==> src/rtl/point_ram_arbiter.sv <==
// -----------------------------------------------------------------------------
// point_ram_arbiter
//
// Shares the single-port point SRAM (active-low CSB/WEB/OEB) between the host
// register-file port (read/write, used to load and read back points) and the
// k-means core port (read-only, burst fetches). Every SRAM command is
// registered, and read data is returned with a one-cycle valid strobe to the
// requester that issued the read.
//
// Optional feature macro: PRAM_ARB_STARVE_GUARD_EN
//   Defined     : host starvation guard. After MAX_WAIT cycles of an ungranted
//                 host request, the host wins the next IDLE decision and a core
//                 grant is dropped at the first cycle with core_req low, even
//                 while core_lock is held.
//   Not defined : strict core priority; the host may starve under core_lock.
//
// Parameters
//   ADDR_W   SRAM address width
//   DATA_W   SRAM word width
//   RD_LAT   SRAM read latency, command on pins to ram_dout valid (1..3)
//   MAX_WAIT host starvation limit in cycles (starvation guard only)
//
// Ports
//   clk, rst_n                      clock, synchronous active-low reset
//   host_req/we/addr/wdata          host request (held until accepted)
//   host_gnt                        host owns the SRAM port
//   host_rdata/host_rvalid          host read return, rvalid is a 1-cycle pulse
//   core_req/lock/addr              core read request, lock holds the grant
//   core_gnt                        core owns the SRAM port
//   core_rdata/core_rvalid          core read return, rvalid is a 1-cycle pulse
//   ram_addr/din/csb/web/oeb        registered SRAM command pins
//   ram_dout                        SRAM read data
//   busy                            a grant is active or a read is in flight
// -----------------------------------------------------------------------------
module point_ram_arbiter #(
   parameter int ADDR_W   = 9,
   parameter int DATA_W   = 50,
   parameter int RD_LAT   = 1,
   parameter int MAX_WAIT = 16
) (
   input  logic              clk,
   input  logic              rst_n,
   input  logic              host_req,
   input  logic              host_we,
   input  logic [ADDR_W-1:0] host_addr,
   input  logic [DATA_W-1:0] host_wdata,
   output logic              host_gnt,
   output logic [DATA_W-1:0] host_rdata,
   output logic              host_rvalid,
   input  logic              core_req,
   input  logic              core_lock,
   input  logic [ADDR_W-1:0] core_addr,
   output logic              core_gnt,
   output logic [DATA_W-1:0] core_rdata,
   output logic              core_rvalid,
   output logic [ADDR_W-1:0] ram_addr,
   output logic [DATA_W-1:0] ram_din,
   output logic              ram_csb,
   output logic              ram_web,
   output logic              ram_oeb,
   input  logic [DATA_W-1:0] ram_dout,
   output logic              busy
);

   // Parameter sanity; the pipe slicing below assumes RD_LAT >= 1.
   if (RD_LAT < 1 || RD_LAT > 3 || MAX_WAIT < 1) begin : g_bad_param
      $error("point_ram_arbiter: RD_LAT must be 1..3 and MAX_WAIT >= 1");
   end

   typedef enum logic [1:0] {
      IDLE     = 2'd0,
      GNT_HOST = 2'd1,
      GNT_CORE = 2'd2
   } state_t;

   state_t state_q, state_d;

   // Read tracking: stage 0 is valid in the cycle the read command sits on the
   // pins; stage RD_LAT lines up with ram_dout being valid. The tag (1 = core)
   // travels with each read so returns do not depend on the current owner.
   logic [RD_LAT:0] vld_pipe;
   logic [RD_LAT:0] tag_pipe;
   logic            pipe_busy;

   logic host_acc;
   logic core_acc;
   logic any_acc;
   logic rd_acc;
   logic host_hazard;
   logic starve;

   assign host_gnt  = (state_q == GNT_HOST);
   assign core_gnt  = (state_q == GNT_CORE);
   assign pipe_busy = |vld_pipe;
   assign busy      = host_gnt | core_gnt | pipe_busy;

   assign host_acc = host_gnt & host_req;
   assign core_acc = core_gnt & core_req;
   assign any_acc  = host_acc | core_acc;
   assign rd_acc   = core_acc | (host_acc & ~host_we);

   // A host write must not be granted while reads are still returning on the
   // shared data bus; host reads and core reads may overlap older reads.
   assign host_hazard = host_we & pipe_busy;

`ifdef PRAM_ARB_STARVE_GUARD_EN
   localparam int              CNT_W      = $clog2(MAX_WAIT + 1);
   localparam logic [CNT_W-1:0] MAX_WAIT_C = CNT_W'(MAX_WAIT);

   logic [CNT_W-1:0] wait_cnt;

   // Counts cycles the host waits without a grant; saturates at MAX_WAIT and
   // clears only once the host actually gets an access through.
   always_ff @(posedge clk) begin
      if (!rst_n) begin
         wait_cnt <= '0;
      end else if (host_acc) begin
         wait_cnt <= '0;
      end else if (host_req && !host_gnt && (wait_cnt < MAX_WAIT_C)) begin
         wait_cnt <= wait_cnt + 1'b1;
      end
   end

   assign starve = host_req & (wait_cnt >= MAX_WAIT_C);
`else
   assign starve = 1'b0;
`endif

   // Next-state logic. Every change of owner goes through IDLE, which gives
   // the mandatory dead cycle between owners.
   always_comb begin
      state_d = state_q;
      case (state_q)
         IDLE: begin
            if (starve) begin
               // Starved host overrides core priority; wait in IDLE if the
               // pending access is a write blocked by reads in flight.
               if (!host_hazard) state_d = GNT_HOST;
            end else if (core_req || core_lock) begin
               state_d = GNT_CORE;
            end else if (host_req && !host_hazard) begin
               state_d = GNT_HOST;
            end
         end
         GNT_CORE: begin
            // With a starving host, core_lock no longer holds the grant.
            if (!(core_req || (core_lock && !starve))) state_d = IDLE;
         end
         GNT_HOST: begin
            // core_lock takes effect after the current acceptance edge.
            if (!(host_req && !core_lock)) state_d = IDLE;
         end
         default: state_d = IDLE;
      endcase
   end

   always_ff @(posedge clk) begin
      if (!rst_n) begin
         state_q     <= IDLE;
         ram_addr    <= '0;
         ram_din     <= '0;
         ram_csb     <= 1'b1;
         ram_web     <= 1'b1;
         ram_oeb     <= 1'b1;
         vld_pipe    <= '0;
         tag_pipe    <= '0;
         host_rdata  <= '0;
         host_rvalid <= 1'b0;
         core_rdata  <= '0;
         core_rvalid <= 1'b0;
      end else begin
         state_q <= state_d;

         // SRAM command for the access accepted this cycle; idle otherwise.
         ram_csb <= ~any_acc;
         ram_web <= ~(host_acc & host_we);
         ram_oeb <= ~rd_acc;
         if (any_acc) ram_addr <= host_acc ? host_addr : core_addr;
         if (host_acc && host_we) ram_din <= host_wdata;

         vld_pipe <= {vld_pipe[RD_LAT-1:0], rd_acc};
         tag_pipe <= {tag_pipe[RD_LAT-1:0], core_acc};

         // Capture ram_dout when the last stage is valid; rvalid follows by
         // one cycle together with the registered data.
         host_rvalid <= vld_pipe[RD_LAT] & ~tag_pipe[RD_LAT];
         core_rvalid <= vld_pipe[RD_LAT] &  tag_pipe[RD_LAT];
         if (vld_pipe[RD_LAT] && !tag_pipe[RD_LAT]) host_rdata <= ram_dout;
         if (vld_pipe[RD_LAT] &&  tag_pipe[RD_LAT]) core_rdata <= ram_dout;
      end
   end

endmodule
==> config.mk <==
export PLATFORM = sky130hd
export DESIGN_NAME = point_ram_arbiter
export DESIGN_NICKNAME = d
export VERILOG_FILES = /design/src/rtl/point_ram_arbiter.sv
export SDC_FILE = /design/constraint.sdc
export NUM_CORES = 1
export LEC_CHECK = 0
export CAP_MARGIN = 20
export CELL_PAD_IN_SITES_DETAIL_PLACEMENT = 1
export CELL_PAD_IN_SITES_GLOBAL_PLACEMENT = 2
export CORE_MARGIN = 10
export CORE_UTILIZATION = 21
export CTS_CLUSTER_DIAMETER = 200
export DETAILED_ROUTE_END_ITERATION = 10
export PLACE_DENSITY = 0.8
export SLEW_MARGIN = 20
export SYNTH_ARGS = -nofsm -noshare
export SYNTH_HDL_FRONTEND = slang
export SYNTH_SLANG_ARGS = --single-unit
==> constraint.sdc <==
create_clock -name clk -period 1.5 [get_ports clk]
set_input_delay 0.375 -clock clk [delete_from_list [all_inputs] [get_ports clk]]
set_output_delay 0.375 -clock clk [all_outputs]
set_load 0.01 [all_outputs]
==> results.json, run 1 <==
{
  "wl_per_cell_um": 18.7,
  "worstPathMaxFanout": 2,
  "dpl.cell_count": 1409,
  "leakagePower_nw": 4.42,
  "clkTransAtPathRegs_ps": 80,
  "htree_levels": 4,
  "setup_viol": 67,
  "die_w_um": 189,
  "rsz0062_at_grt": "true",
  "layout_common_cells": "nand2_1 (245), dfxtp_1 (163), clkdlybuf4s50_1 (123), a21oi_1 (103), dlygate4sd2_1 (101)",
  "critPathKind": "reg -> out",
  "stdcell_count": 1473,
  "die_h_um": 189,
  "worstReg2RegStart": "state_q[1]",
  "hold_viol_final": 0,
  "cp.required_ps": 1120,
  "vias": 6369,
  "synth_area_leaders": "dfxtp_1 (57%), nand2_1 (20%), a21oi_1 (13%)",
  "drive_gt1_share_pct": 28.4,
  "max_stage_delay_ps": 350,
  "endpoint_kind": "primary output",
  "placed_cell_area_um2": 9670,
  "start_util_pct": 21.4,
  "core_area_um2": 27900,
  "hp-start": "tag_pipe[0]",
  "viasPerCell": 4.32,
  "yosysWarnings": 0,
  "syn-num-nets": 876,
  "vdd_drop_max_v": 0.000547,
  "cts_tree": "yes",
  "crit_path_start": "state_q[1]",
  "hpwl_um": 18700,
  "period_share_pct": 125,
  "cts_hold_buf": 0,
  "relSlewSlack_pct": 74.8,
  "status": "finished, violations left",
  "design_power_total_w": 0.0113,
  "drtIter0Drc": 172,
  "port_buffers": 290,
  "nFillCells": 3254,
  "grt_pass1_wl_um": 42100,
  "worstPathCellList": "inv_2, ha_4, or3_1, buf_2",
  "worstPathArrival_ps": 1500,
  "ys_types": 28,
  "synth_edf_count": 0,
  "setup_ws_ps": -371,
  "gp_congestion": 0.783,
  "num_rows": 61,
  "final_area_um2": 11200,
  "detail-route-antenna-nets": 0,
  "cts_root_buffer": "clkbuf_16",
  "timing.fmax_mhz": 535,
  "antenna_found_initial": 0,
  "synth_top_cell_by_area": "dfxtp_1",
  "ys.flop_type": "dfxtp_1",
  "dr.pass1.iters": 4,
  "overflow": 0,
  "cts_buffers": 17,
  "slowest_stage": "dfxtp_2",
  "finClkSkew_ps": 20.0,
  "syn_area_per_cell_um2": 7.99,
  "power_density_nw_per_um2": 1010,
  "fin_nets": 1208,
  "synth_top_area_share_pct": 56.9,
  "worstHoldPathType": "reg -> reg",
  "r2r_setup_slack_ps": -260,
  "synth-seq-area-share_pct": 56.9,
  "fin_crit_ps": 1870,
  "cts_buffer_depth": 2,
  "syn_to_final_growth_pct": 87.4,
  "ios": 291,
  "syn-cell-area_um2": 5980,
  "track_usage_pct": 15.1,
  "slew_violations": 0,
  "cp-start-kind": "flip-flop",
  "drc": 0,
  "die_area_um2": 35600,
  "dp_slack_ps": -375,
  "netlist_instances": 749,
  "max_cap_violations": 0,
  "clk_latency_ps": 430,
  "cp_num_buf_inv": 2,
  "synth_seq_cells": 170,
  "layout_commonest_cell": "nand2_1",
  "grt_pass1_vias": 7018,
  "critical_path.top_delay_family": "flip-flops",
  "drt-total-wl_um": 27500,
  "grt_max_degree": 52,
  "violations": "setup timing",
  "worstMarginPinSlew_ps": 377,
  "synthArstFlopShare_pct": 0,
  "cts.sinks": 170
}
## cells in the mapped netlist, types with 2 or more instances
library cell / count
o211a_1: 2
nand3_1: 11
and2_1: 3
ha_1: 3
inv_1: 2
o21ai_0: 3
a311oi_1: 8
buf_2: 38
a21oi_1: 152
clkbuf_1: 14
dfxtp_1: 170
buf_1: 3
nand2_1: 314
nor2_1: 12
## where the power goes
| group | switching, W | internal (W) | total (W) |
|---|---|---|---|
| sequential | 0.000109 | 0.00467 | 0.00478 |
| combinational | 0.000956 | 0.00115 | 0.00211 |
| clock | 0.00215 | 0.00230 | 0.00445 |
| total | 0.00322 | 0.00812 | 0.0113 |
## worst reg2reg max path: cells and delay by family (launching register included)
kind	cells	cell delay, ps
AOI/OAI and AO/OA	2	490
buffers and inverters	6	650
adders and majority gates	1	170
DFF	1	350
## through the flow
stage | setup TNS, ps | util [%] | hold slack [ps]
finish | -13520 | 40.1 | 442
global route | -17920 | 40.1 | 469
CTS | -15900 | 39.1 | 448
detailed placement | -26880 | 34.6 | 433
global placement | -23140 | 34.6 | 421
floorplan | 0 | - | 412
## state kept, by name, summed over array words and instances (netlist names)
signal,flops
state_q,2
core_rdata,50
host_rvalid,1
host_rdata,50
vld_pipe,2
ram_web,1
ram_din,50
tag_pipe,2
ram_addr,9
ram_oeb,1
ram_csb,1
core_rvalid,1
## layer usage
metal	global-route usage (%)	vias up	share of wire, %
met5	0	-	0
met4	4.09	0	1.4
met3	6.76	20	9.6
met2	25.9	219	49
met1	16.4	3021	40
li1	-	3109	-
## kinds of logic after synthesis
logic type	Yosys count	share of synthesized area [%]
simple gates	345	22.2
compound gates	171	15.5
buf+inv	60	4.75
fa+ha+maj	3	0.627
flops	170	56.9
## final cells by class
type	instances	area, µm²	area share (%)
Clock buffer	19	453	4.04
Antenna cell	1	2.50	0.0223
Clock inverter	13	129	1.15
Tap cell	378	473	4.22
Sequential cell	170	3410	30.4
Multi-Input combinational cell	519	3040	27.1
Timing Repair Buffer	370	3690	32.9
Inverter	3	13.8	0.123
## worst paths after layout
check | endpoint | cells after the start
worst max-delay path | busy | 4
worst min-delay path | tag_pipe[1] | 1
worst max register to register | ram_addr[4] | 9
worst min register to register | tag_pipe[1] | 1
## timing repair
item | 4_1_cts | 5_1_grt
hold endpoints to repair | 0 | 0
setup buffers | 20 | 12
cloned | 15 | 0
endpoints found under the setup margin | 232 | 113
gates resized for setup | 283 | 245
pin swaps | 27 | 74
No activity file was read; power rests on OpenSTA's default activity.
==> run 2, diff against run 1 <==
Settings changed: SLEW_MARGIN 20 to default.
==> results of run 2 <==
No change in the layout: final DEF, timing and power equal those of run 1.
